--- src/rtl/cla_pipe_adder.sv ---
// cla_pipe_adder: WIDTH-bit add/subtract, one 4-bit lookahead group per pipeline stage.
// Define CLA_OVF_EN to add the registered signed-overflow output ovf.
module cla_pipe_adder #(
   parameter int WIDTH = 16
) (
   input  logic             clk,
   input  logic             rst_n,
   input  logic             in_valid,
   output logic             in_ready,
   input  logic [WIDTH-1:0] a,
   input  logic [WIDTH-1:0] b,
   input  logic             cin,
   input  logic             sub,
   output logic             out_valid,
   input  logic             out_ready,
   output logic [WIDTH-1:0] s,
   output logic             cout
`ifdef CLA_OVF_EN
   ,
   output logic             ovf
`endif
);
   localparam int NG = WIDTH / 4;
   if (WIDTH < 4 || WIDTH % 4 != 0) begin : g_bad_width
      $error("cla_pipe_adder: WIDTH must be a positive multiple of 4");
   end
   logic [WIDTH-1:0] r_a [NG];
   logic [WIDTH-1:0] r_b [NG];
   logic [WIDTH-1:0] r_s [NG];
   logic [NG-1:0]    r_c;
   logic [NG-1:0]    r_v;
   logic [WIDTH-1:0] w_ia [NG];
   logic [WIDTH-1:0] w_ib [NG];
   logic [WIDTH-1:0] w_is [NG];
   logic [NG-1:0]    w_ic;
   logic [NG-1:0]    w_iv;
   logic [5:0]       w_gr [NG];
   logic             w_adv;
   // Returns {carry into bit 3, group carry-out, 4 sum bits}.
   function automatic logic [5:0] cla4(input logic [3:0] x, input logic [3:0] y, input logic c0);
      logic [3:0] g;
      logic [3:0] p;
      logic [4:0] c;
      g = x & y;
      p = x ^ y;
      c[0] = c0;
      c[1] = g[0] | (p[0] & c0);
      c[2] = g[1] | (p[1] & g[0]) | (p[1] & p[0] & c0);
      c[3] = g[2] | (p[2] & g[1]) | (p[2] & p[1] & g[0]) | (p[2] & p[1] & p[0] & c0);
      c[4] = g[3] | (p[3] & g[2]) | (p[3] & p[2] & g[1]) | (p[3] & p[2] & p[1] & g[0])
           | (p[3] & p[2] & p[1] & p[0] & c0);
      return {c[3], c[4], p ^ c[3:0]};
   endfunction
   assign w_adv     = ~r_v[NG-1] | out_ready;
   assign in_ready  = w_adv;
   assign out_valid = r_v[NG-1];
   assign s         = r_s[NG-1];
   assign cout      = r_c[NG-1];
   // Group 0 works straight off the conditioned operands so latency equals NG.
   always_comb begin
      w_ia[0] = a;
      w_ib[0] = sub ? ~b : b;
      w_ic[0] = sub | cin;
      w_is[0] = '0;
      w_iv[0] = in_valid;
      for (int k = 1; k < NG; k++) begin
         w_ia[k] = r_a[k-1];
         w_ib[k] = r_b[k-1];
         w_ic[k] = r_c[k-1];
         w_is[k] = r_s[k-1];
         w_iv[k] = r_v[k-1];
      end
      for (int k = 0; k < NG; k++) begin
         w_gr[k] = cla4(w_ia[k][4*k +: 4], w_ib[k][4*k +: 4], w_ic[k]);
      end
   end
   always_ff @(posedge clk or negedge rst_n) begin
      if (!rst_n) begin
         r_v <= '0;
         r_c <= '0;
         for (int k = 0; k < NG; k++) begin
            r_a[k] <= '0;
            r_b[k] <= '0;
            r_s[k] <= '0;
         end
      end else if (w_adv) begin
         for (int k = 0; k < NG; k++) begin
            r_v[k] <= w_iv[k];
            r_c[k] <= w_gr[k][4];
            r_a[k] <= w_ia[k];
            r_b[k] <= w_ib[k];
            r_s[k] <= w_is[k] | (WIDTH'(w_gr[k][3:0]) << (4 * k));
         end
      end
   end
`ifdef CLA_OVF_EN
   logic r_ovf;
   always_ff @(posedge clk or negedge rst_n) begin
      if (!rst_n) r_ovf <= 1'b0;
      else if (w_adv) r_ovf <= w_gr[NG-1][5] ^ w_gr[NG-1][4];
   end
   assign ovf = r_ovf;
`endif
endmodule

--- config.mk ---
export PLATFORM = sky130hd
export DESIGN_NAME = cla_pipe_adder
export DESIGN_NICKNAME = d
export VERILOG_FILES = /design/src/rtl/cla_pipe_adder.sv
export SDC_FILE = /design/constraint.sdc
export NUM_CORES = 1
export LEC_CHECK = 0
export BUFFER_PORTS_ARGS = -buffer_cell sky130_fd_sc_hd__buf_4
export CORE_ASPECT_RATIO = 1.75
export CORE_UTILIZATION = 30
export DETAILED_ROUTE_END_ITERATION = 6
export GPL_TIMING_DRIVEN = 0
export PLACE_DENSITY = 0.48
export RECOVER_POWER = 25
export SYNTH_ARGS = -nofsm -noshare
export SYNTH_HDL_FRONTEND = slang
export SYNTH_SLANG_ARGS = --single-unit
--- constraint.sdc ---
create_clock -name clk -period 3.5 [get_ports clk]
set_input_delay 0.525 -clock clk [delete_from_list [all_inputs] [get_ports clk]]
set_output_delay 0.525 -clock clk [all_outputs]
set_load 0.02 [all_outputs]
After elaboration in Yosys (flattened, before gate mapping)
Cells that the tools add are included.
{"block": "word_totals", "regBits": 156, "word_cells": 136}
{"block": "op_classes", "mux": 1, "bitwise": 123}
{"cell": "AND 1 bit", "n": 64}
{"cell": "bitwise OR 1 bit", "n": 42}
{"cell": "bitwise XOR 4 bit", "n": 8}
{"cell": "AND 4 bit", "n": 4}
{"cell": "2-to-1 mux 16 bit", "n": 1}
{"cell": "inverter 16 bit", "n": 1}
{"cell": "bitwise OR 16 x 12 -> 16 bit", "n": 1}
{"cell": "bitwise OR 16 bit", "n": 1}
{"cell": "bitwise OR 4 x 8 -> 8 bit", "n": 1}
{"cell": "inverter 1 bit", "n": 1}

Depth between registers and ports, before layout
Gate-level depths: netlist of the first run.
{"block": "depth", "depth_word": 8, "depth_mapped": 8}

Worst setup path before layout of the first run
Ideal clock, no wire load.
{"block": "synth_path", "path_kind": "input to register", "from": "input port sub", "to": "register r_c[0]", "setup_time_ns": 0.124, "t_arrival_ns": 1.909, "required_time_ns": 3.376, "setup_slack_ns": 1.467, "stages": 8, "path_buffers": 2, "path_cell_list": "buf_6 -> buf_4 -> xor2_1 -> ha_1 -> o21ai_0 -> a21oi_1 -> o21a_1 -> o31a_1"}
{"block": "synth_via", "elab_chain_len": 7}
{"element": "start, declared", "line": "13", "source": "input logic sub,"}
{"element": "2-to-1 mux 16 bit", "line": "62", "source": "w_ib[0] = sub ? ~b : b;"}
{"element": "bitwise XOR 4 bit or AND 4 bit (tied branches)", "line": "45, 44"}
{"element": "AND 1 bit, on equally long branches", "line": "50, 51"}
{"element": "bitwise OR 1 bit (tied with other cells) (2 in a row)", "line": "50", "source": "c[4] = g[3] | (p[3] & g[2]) | (p[3] & p[2] & g[1]) | (p[3] & p[2] & p[1] & g[0])"}
{"element": "bitwise OR 1 bit or AND 1 bit (tied branches)", "line": "50, 51"}
{"element": "bitwise OR 1 bit *", "line": "51", "source": "| (p[3] & p[2] & p[1] & p[0] & c0);"}
{"element": "end signal, assigned by index", "line": "89", "source": "r_c[k] <= w_gr[k][4];"}
{"element": "end, declared", "line": "30", "source": "logic [NG-1:0] r_c;"}
Mark *: on every way between the ends. The rest lies on a longest branch, timed or not.
A chain may end at the register's enable or synchronous reset.

Worst setup path after layout of the first run
{"block": "layout_path", "from": "register r_v[3]", "to": "output port in_ready"}
{"block": "layout_via", "elab_chain_len": 2}
{"element": "start, declared", "line": "31", "source": "logic [NG-1:0] r_v;"}
{"element": "start signal, assigned by index", "line": "88", "source": "r_v[k] <= w_iv[k];"}
{"element": "inverter 1 bit", "line": "54", "source": "assign w_adv = ~r_v[NG-1] | out_ready;"}
{"element": "bitwise OR 1 bit", "line": "54"}
{"element": "end, declared", "line": "9", "source": "output logic in_ready,"}
No other way between the ends.

==> results.yml, run 1 <==
layout:
  antenna_cells: 0
  seqCellArea_um2: 2400
  final_nets: 599
  layout-drive-gt1-share: 0.171
  final_util: 0.369
  fillers: 1510
  multi_input_area_um2: 1720
  syn_to_final_growth_pct: 20.5
grt:
  grt_max_degree: 97
  grtUsageTotal: 0.144
  grt_antenna_before_repair: 0
  grt_pass1_wl_mm: 16.2
  grt_pass1_vias: 3265
  gr-total-overflow: 0
outcome:
  outcome: "complete, but fails checks"
  violations: "capacitance limit, slew limit"
yosys:
  synth-seq-area-share: 0.546
  synth_most_common_cell: "nand2_1"
  synth_top_area_share: 0.546
  netlist_top_cells_area: "dfrtp_1 (55%), nand2_1 (18%), ha_1 (5.1%), buf_4 (4.1%), xnor2_1 (3.6%)"
  synth.distinct_cells: 26
  synthCells: 473
  async_flop_share: 1.00
  dominantRegCellSynth: "dfrtp_1"
  synth_compound_area_frac: 0.0779
  avgSynthCellArea_um2: 9.31
  ys_ff_latch: 96
  synth_fa_ha_area_frac: 0.0694
  synth_edf_count: 0
  synth-xor-area-share: 0.0478
  synth_warnings: 0
  netlist_area_um2: 4400
  synth_top_family_by_area: "simple AND/OR/NAND/NOR gates"
  synthMuxAreaShare: 0
  yosys.area_share.simple: 0.196
  synth_top_cells_by_count: "nand2_1 (214), dfrtp_1 (96), buf_4 (24), o21ai_0 (24)"
  synth_nets: 533
  synth_top_area_cell: "dfrtp_1"
routing:
  drt_iter0_markers: 132
  vias: 3166
  ant_nets: 0
  vias_per_cell: 4.38
  first_pass_iters: 4
  wire_per_inst_um: 13.6
  wl_mm: 9.84
  drc: 0
floorplanning:
  design.core.area_um2: 14400
  die_x_um: 93.6
  io_pins: 57
  start_util: 0.306
  die_h_um: 162
  die-area_um2: 15200
  row_count: 58
setup_path:
  critical_path_class: "flip-flop to output pin"
  max_stage_delay_ns: 0.38
  worstPathMaxFanout: 10
  cp-start-kind: "flip-flop"
  slowest_stage: "clkbuf_1"
  crit_arrival_ns: 1.82
  worstPathCellList: "nor2b_1, clkbuf_1, inv_1, buf_2, buf_4"
  end_kind: "output pin"
  cp.required_ns: 2.97
cts:
  cts-root-buf: "clkbuf_16"
  htreeDepth: 3
  cts_buffers: 9
  cts-resized-gates: 0
  cts_buffer_depth: 2
  path_clk_slew_ns: 0.06
  post-cts-setup-buffers: 0
  cts.sinks: 96
  cts_tree: "done"
  cts_hold_buf: 0
  clk_latency_ns: 0.35
pwr:
  powerDensity_nw_per_um2: 886
  leakage_nw: 2.67
  total_power_w: 0.00470
  peakVddDrop_v: 0.000352
place:
  dp_hpwl_mm: 7.15
  port_buffers: 55
  gp_congestion: 0.775
sta:
  slew_violations: 97
  finalSetupViolCount: 0
  hold_viol: 0
  hold_slack_ns: 0.368
  period_needed_ns: 2.34
  fmax_mhz: 427
  fin_skew_ns: 0.00645
  rsz0062_at_grt: "no"
  maxSlewHeadroom: -0.602
  tightest_slew_ns: 2.40
  min_period_over_period: 0.669
  finalSetupTns_ns: 0
worst_hold_path:
  hp-class: "primary input to flip-flop"
job:
  maxCapViolCount: 1
[placed cells by master, fill, tap and decap left out, types with 3 or more instances in the layout]
master and count:
ha_1 18, clkbuf_16 9, a211oi_1 6, xor2_1 6
inv_1 6, xnor2_1 18, o21bai_1 3, o21ai_0 24
o21ai_1 7, nand2_1 214, a21o_1 3, fa_1 4
a21oi_1 12, dfrtp_1 96, clkbuf_1 18, buf_4 69
buf_2 7, nor2_1 8
[critical path, delay by kind of cell, from the launching register on]
kind | cells | cell delay, ns
buf+inv | 4 | 1.01
flops | 1 | 0.33
simple gates | 1 | 0.13
[metrics by stage]
step,std cells,worst slack [ns],instance area [um2]
2_1_floorplan,473,1.47,4400
3_3_place_gp,708,1.26,5040
3_5_place_dp,708,1.23,5040
4_1_cts,723,1.35,5340
5_1_grt,723,0.686,5300
6_report,723,1.16,5300
[registers in the layout, indices dropped and copies added (netlist names)]
name / flops
r_a: 24
r_b: 24
r_c: 4
r_s: 24
r_v: 4
s: 16
[layer usage]
layer / global-route usage / up-vias / wire length [um]
li1: - / 1610 / -
met1: 0.157 / 1494 / 3980
met2: 0.264 / 47 / 5310
met3: 0.0332 / 15 / 312
met4: 0.0573 / 0 / 236
met5: 0 / - / 0
[logic make-up (layout without fill, tap and decap cells)]
family | Yosys count | count (layout)
adder cells (fa/ha/maj) | 22 | 22
XOR/XNOR | 24 | 24
buffers and inverters | 45 | 115
flip-flops | 96 | 96
AO/OA/AOI/OAI | 59 | 59
AND/OR/NAND/NOR | 227 | 227
[power by group]
group	internal, W	switching (W)
sequential	0.00161	0.000282
clock	0.000620	0.000398
combinational	0.000790	0.00100
[path summary, 6_finish.rpt]
path	depth (start not counted)	slack [ns]	start	endpoint
setup reg to reg	7	1.32	r_v[3]	r_b[46]
setup / recovery	5	1.16	r_v[3]	in_ready
min in group asynchronous	1	0.86	rst_n	r_v[3]
hold / removal	3	0.37	a[11]	r_a[59]
max in group asynchronous	1	1.19	rst_n	r_a[63]
hold reg to reg	2	0.46	s[8]	s[8]
[cell type report]
| class | instances | share of cell area |
|---|---|---|
| Clock inverter | 4 | 0.0132 |
| Buffer | 39 | 0.0427 |
| Tap cell | 180 | 0.0425 |
| Clock buffer | 11 | 0.0439 |
| Inverter | 6 | 0.00425 |
| Timing Repair Buffer | 55 | 0.0760 |
| Sequential cell | 96 | 0.453 |
| Multi-Input combinational cell | 332 | 0.324 |
(Power assumes the default switching activity.)
==> run 2, diff against run 1 <==
--- a/config.mk
+++ b/config.mk
@@ -5,6 +5,7 @@
 export SDC_FILE = /design/constraint.sdc
 export NUM_CORES = 1
 export LEC_CHECK = 0
+export ABC_AREA = 1
 export BUFFER_PORTS_ARGS = -buffer_cell sky130_fd_sc_hd__buf_4
 export CORE_ASPECT_RATIO = 1.75
 export CORE_UTILIZATION = 30
==> constraint.sdc (replaced) <==
create_clock -name clk -period 2.3 [get_ports clk]
set_input_delay 0.345 -clock clk [delete_from_list [all_inputs] [get_ports clk]]
set_output_delay 0.345 -clock clk [all_outputs]
set_load 0.02 [all_outputs]
==> run 2 against run 1 <==
Compared with the run above: the flow now finishes without violations; wire length grew 0.19%; critical path type unchanged; first-iteration DRC count is 0.76% lower; via count is 3.6% higher; register-to-register slack lost 0.53 ns; utilization fell by 0.18 points; count of clock-buffer cells in the layout rose by 3; combinational power increased by 56%.
==> results.yml, run 2 <==
sta:
  period_needed_ns: 1.73
  min_period_over_period: 0.754
  fin_skew_ns: 0.00462
  fmax_mhz: 577
  finalSetupViolCount: 0
  finalSetupTns_ns: 0
  maxSlewHeadroom: 0.126
  hold_viol: 0
  slew_violations: 0
  tightest_slew_ns: 1.31
  rsz0062_at_grt: "no"
  hold_slack_ns: 0.195
place:
  gp_congestion: 0.789
  dp_hpwl_mm: 7.16
  post_dp_cell_area_um2: 5150
  port_buffers: 55
yosys:
  synth_nets: 566
  yosys.area_share.simple: 0.217
  synth_top_cells_by_count: "nand2_1 (201), dfrtp_1 (96), o21ai_0 (50)"
  synth-seq-area-share: 0.533
  netlist_top_cells_area: "dfrtp_1 (53%), nand2_1 (17%), o21ai_0 (5.5%), ha_1 (5.0%), buf_4 (4.3%)"
  synth_top_area_share: 0.533
  netlist_area_um2: 4510
  synth-xor-area-share: 0.0388
  ys_ff_latch: 96
  synth_edf_count: 0
  synth_warnings: 0
  synth_top_area_cell: "dfrtp_1"
  synthCells: 506
  synth_top_family_by_area: "simple AND/OR/NAND/NOR gates"
  avgSynthCellArea_um2: 8.91
  synthMuxAreaShare: 0
  async_flop_share: 1.00
  synth_compound_area_frac: 0.0599
  synth_most_common_cell: "nand2_1"
  synth_fa_ha_area_frac: 0.0677
  synth.distinct_cells: 20
  dominantRegCellSynth: "dfrtp_1"
cts:
  cts-resized-gates: 0
  cts.sinks: 96
  cts-root-buf: "clkbuf_16"
  cts_buffer_depth: 2
  post-cts-setup-buffers: 0
  cts_hold_buf: 0
  cts_tree: "done"
  htreeDepth: 3
  clk_latency_ns: 0.34
  path_clk_slew_ns: 0.06
  cts_buffers: 9
routing:
  wire_per_inst_um: 13.0
  drc: 0
  vias_per_cell: 4.33
  wl_mm: 9.86
  first_pass_iters: 4
  drt_iter0_markers: 131
  ant_nets: 0
  vias: 3279
layout:
  syn_to_final_growth_pct: 20.2
  antenna_cells: 0
  mostFrequentLayoutCells: "nand2_1 (201), dfrtp_1 (96), buf_4 (79)"
  fin_area_um2: 5420
  final_nets: 632
  reg_top3: "r_a x24, r_b x24, r_s x24"
  final_common_cell: "nand2_1"
  layout-drive-gt1-share: 0.181
  final_util: 0.367
floorplanning:
  die-area_um2: 15500
  start_util: 0.306
  design.core.area_um2: 14800
  die_x_um: 94.7
  io_pins: 57
  row_count: 59
  die_h_um: 164
setup_path:
  reg2reg_depth: 6
  reg2reg_slack_ns: 0.79
  cp.required_ns: 1.96
  worstPathMaxFanout: 10
  critical_path_class: "flip-flop to output pin"
  timing.rr.start: "r_v[3]"
  rr_endpoint: "s[14]"
  end_kind: "output pin"
  cp-start-kind: "flip-flop"
  crit_arrival_ns: 1.39
grt:
  grt_pass1_vias: 3260
  grt_max_degree: 97
  grt_pass1_wl_mm: 16.5
  grt_antenna_before_repair: 0
  gr-total-overflow: 0
  grt_use_met2: 0.242
  grtUsageTotal: 0.141
  grt_use_met3: 0.0241
  gr-max-usage-layer: "met2"
  use_met1: 0.170
worst_hold_path:
  hp-class: "primary input to flip-flop"
  min_path_cells: 3
  worstHoldEndpoint: "r_a[62]"
  min_from: "a[14]"
outcome:
  outcome: "complete, no violations"
pwr:
  powerDensity_nw_per_um2: 1300
  peakVddDrop_v: 0.000412
  leakage_nw: 2.78
job:
  maxCapViolCount: 0
-- run 2: how the worst max path moves through the flow --
stage                 from        to  slack [ns]
finish              r_v[3]  in_ready        0.57
CTS                 r_v[3]  in_ready        0.54
global route        r_v[3]  in_ready        0.48
floorplan              sub   r_s[51]        0.53
detailed placement     sub   r_s[51]        0.33
global placement       sub   r_s[51]        0.37
-- run 2: layer usage --
metal | routed length, um | up-vias
li1 | - | 1693
met1 | 4270 | 1493
met2 | 4960 | 78
met3 | 398 | 15
met4 | 227 | 0
met5 | 0 | -
-- run 2: layout make-up --
cell class                 count  area [um2]
fill                        1592        9340
timing repair buffer          55         413
multi-input combinational    341        1730
clock buffer                  14         274
sequential                    96        2400
buffer                        38         255
inverter                      31         116
tap                          183         229
-- run 2: cell families (layout without fill, tap and decap cells) --
family / Yosys count / after routing
and+or+nand+nor: 245 / 245
DFF: 96 / 96
buffers and inverters: 69 / 138
AOI/OAI and AO/OA: 54 / 54
adders and majority gates: 22 / 22
xor gates and xnor gates: 20 / 20
-- run 2: where the power goes --
part           total [W]  switching (W)  internal, W
Sequential       0.00284       0.000399      0.00244
Combinational    0.00279        0.00157      0.00122
Clock            0.00141       0.000601     0.000811
-- run 2: worst max-delay path: stages (launching register included) --
cell and delay, ns:
dfrtp_1 0.37, inv_1 0.09, nor2_4 0.05, inv_2 0.09, buf_2 0.26, buf_4 0.19
-- run 2: stage by stage --
stage,setup slack (ns),total power [W],cells
6_report,0.566,0.00704,758
5_1_grt,0.479,0.00767,758
4_1_cts,0.543,0.00717,758
3_5_place_dp,0.333,0.00572,744
3_3_place_gp,0.373,0.00566,744
2_1_floorplan,0.533,0.00482,506
==> run 3, diff against run 2 <==
--- a/config.mk
+++ b/config.mk
@@ -5,7 +5,7 @@
 export SDC_FILE = /design/constraint.sdc
 export NUM_CORES = 1
 export LEC_CHECK = 0
-export ABC_AREA = 1
+export ABC_AREA = 0
 export BUFFER_PORTS_ARGS = -buffer_cell sky130_fd_sc_hd__buf_4
 export CORE_ASPECT_RATIO = 1.75
 export CORE_UTILIZATION = 30
==> constraint.sdc (replaced) <==
create_clock -name clk -period 1.7 [get_ports clk]
set_input_delay 0.255 -clock clk [delete_from_list [all_inputs] [get_ports clk]]
set_output_delay 0.255 -clock clk [all_outputs]
set_load 0.02 [all_outputs]
==> run 3 against run 2 <==
Compared with the run above: first-iteration DRC count is 4.6% higher; count of clock-buffer cells in the layout is 4 lower; power increased by 38%; flip-flop and latch count unchanged; via count fell by 3.6%; final cell count fell by 4.4%; critical path type unchanged; largest power group unchanged; highest routed layer unchanged.
==> results.yml, run 3 (same netlist as run 1, synthesis figures left out) <==
worst_hold_path:
  min_from: "a[12]"
  hp-class: "primary input to flip-flop"
  min_path_cells: 3
  worstHoldEndpoint: "r_a[60]"
place:
  gp_congestion: 0.777
  port_buffers: 55
  place_inst: 708
  dp_hpwl_mm: 7.04
  post_dp_cell_area_um2: 5060
layout:
  reg_top3: "r_a x24, r_b x24, r_s x24"
  layout.cells.non_filler: 725
  antenna_cells: 0
  final_nets: 600
  final_common_cell: "nand2_1"
  fin_area_um2: 5390
  mostFrequentLayoutCells: "nand2_1 (214), dfrtp_1 (96), buf_4 (77)"
  layout-drive-gt1-share: 0.204
  syn_to_final_growth_pct: 22.5
setup_path:
  worstPathCellList: "nor2b_1, buf_4, inv_4, buf_4"
  crit_path_frequent_cell: "buf_4"
  reg2reg_depth: 5
  max_stage_delay_ns: 0.37
  end_kind: "output pin"
  cp.required_ns: 1.44
  timing.rr.start: "r_a[40]"
  worstPathMaxFanout: 14
  crit_start: "r_v[3]"
  crit_arrival_ns: 1.36
  cp-start-kind: "flip-flop"
  critical_path_class: "flip-flop to output pin"
  rr_endpoint: "r_s[27]"
  slowest_stage: "dfrtp_1"
  reg2reg_slack_ns: 0.11
routing:
  wire_per_inst_um: 13.3
  drc: 0
  first_pass_iters: 4
  wl_mm: 9.61
  vias_per_cell: 4.36
  ant_nets: 0
  drt_iter0_markers: 137
  vias: 3160
cts:
  htreeDepth: 3
  clk_latency_ns: 0.34
  cts_tree: "done"
  post-cts-setup-buffers: 0
  cts-root-buf: "clkbuf_16"
  cts_buffer_depth: 2
  cts_buffers: 9
  path_clk_slew_ns: 0.07
  cts.sinks: 96
pwr:
  p_comb_frac: 0.387
  p_switching_w: 0.00353
  clock_power_share: 0.213
  peakVddDrop_v: 0.000620
  sequentialPowerShare: 0.400
  leakage_nw: 2.72
  p_sw_frac: 0.364
  p_int_w: 0.00618
  powerDensity_nw_per_um2: 1800
floorplanning:
  die-area_um2: 15200
  die_x_um: 93.6
  row_count: 58
  die_h_um: 162
  start_util: 0.306
  design.core.area_um2: 14400
  io_pins: 57
sta:
  finalSetupViolCount: 0
  finalSetupTns_ns: 0
  period_needed_ns: 1.61
  maxSlewHeadroom: 0.417
  tightest_slew_ns: 0.875
  rsz0062_at_grt: "no"
  fin_skew_ns: 0.00540
  min_period_over_period: 0.949
  fmax_mhz: 620
  slew_violations: 0
  hold_viol: 0
grt:
  grt_max_degree: 97
  grtUsageTotal: 0.140
  grt_pass1_vias: 3155
  gr-total-overflow: 0
  grt_antenna_before_repair: 0
  grt_pass1_wl_mm: 15.9
outcome:
  outcome: "complete, no violations"
job:
  maxCapViolCount: 0
-- run 3: power groups by stage --
stage               sequential [W]  combinational (W)  clock, W
floorplan                  0.00379            0.00273         0
finish                     0.00389            0.00376   0.00207
CTS                        0.00390            0.00380   0.00214
global placement           0.00391            0.00372         0
detailed placement         0.00394            0.00380         0
global route               0.00402            0.00430   0.00222
-- run 3: worst max-delay path, delay by kind of cell, from the launching register on --
kind | cells | cell delay (ns)
AND/OR/NAND/NOR | 1 | 0.13
buffers and inverters | 3 | 0.50
flip-flops | 1 | 0.37
-- run 3: final cells by class --
| class | instances | area (um2) |
|---|---|---|
| Fill cell | 1522 | 8980 |
| Sequential cell | 96 | 2400 |
| Multi-Input combinational cell | 332 | 1750 |
| Timing Repair Buffer | 57 | 430 |
| Buffer | 38 | 259 |
| Clock buffer | 10 | 229 |
| Tap cell | 180 | 225 |
| Clock inverter | 6 | 75.1 |
| Inverter | 6 | 25.0 |
-- run 3: metal layers --
| layer | track usage | vias to the layer above | routed length [um] |
|---|---|---|---|
| met3 | 0.0281 | 14 | 258 |
| met1 | 0.160 | 1469 | 3940 |
| met2 | 0.247 | 60 | 5110 |
| met4 | 0.0650 | 0 | 305 |
| li1 | - | 1617 | - |
| met5 | 0 | - | 0 |
-- run 3: worst max path at each step --
| stage | to | cells past startpoint |
|---|---|---|
| 2_1_floorplan | r_c[0] | 8 |
| 3_3_place_gp | r_c[0] | 8 |
| 3_5_place_dp | r_c[0] | 8 |
| 4_1_cts | in_ready | 4 |
| 5_1_grt | r_c[3] | 5 |
| 6_report | in_ready | 4 |
-- run 3: what timing repair did --
item,4_1_cts,5_1_grt
hold buffers,0,1
endpoints found under the setup margin,1,3
endpoints found under the hold margin,0,41
resized for setup,1,2
-- run 3: metrics by stage --
| stage | setup WS (ns) | power (W) | util | hold WS [ns] |
|---|---|---|---|---|
| after global placement | -0.0963 | 0.00762 | 0.352 | 0.449 |
| final | 0.0861 | 0.00972 | 0.375 | 0.102 |
| after CTS | 0.0503 | 0.00984 | 0.373 | 0.0907 |
| after global routing | 0.00847 | 0.0105 | 0.375 | 0.108 |
| after floorplan | 0.00183 | 0.00653 | - | -0.0406 |
| after detailed placement | -0.0970 | 0.00774 | 0.352 | 0.455 |
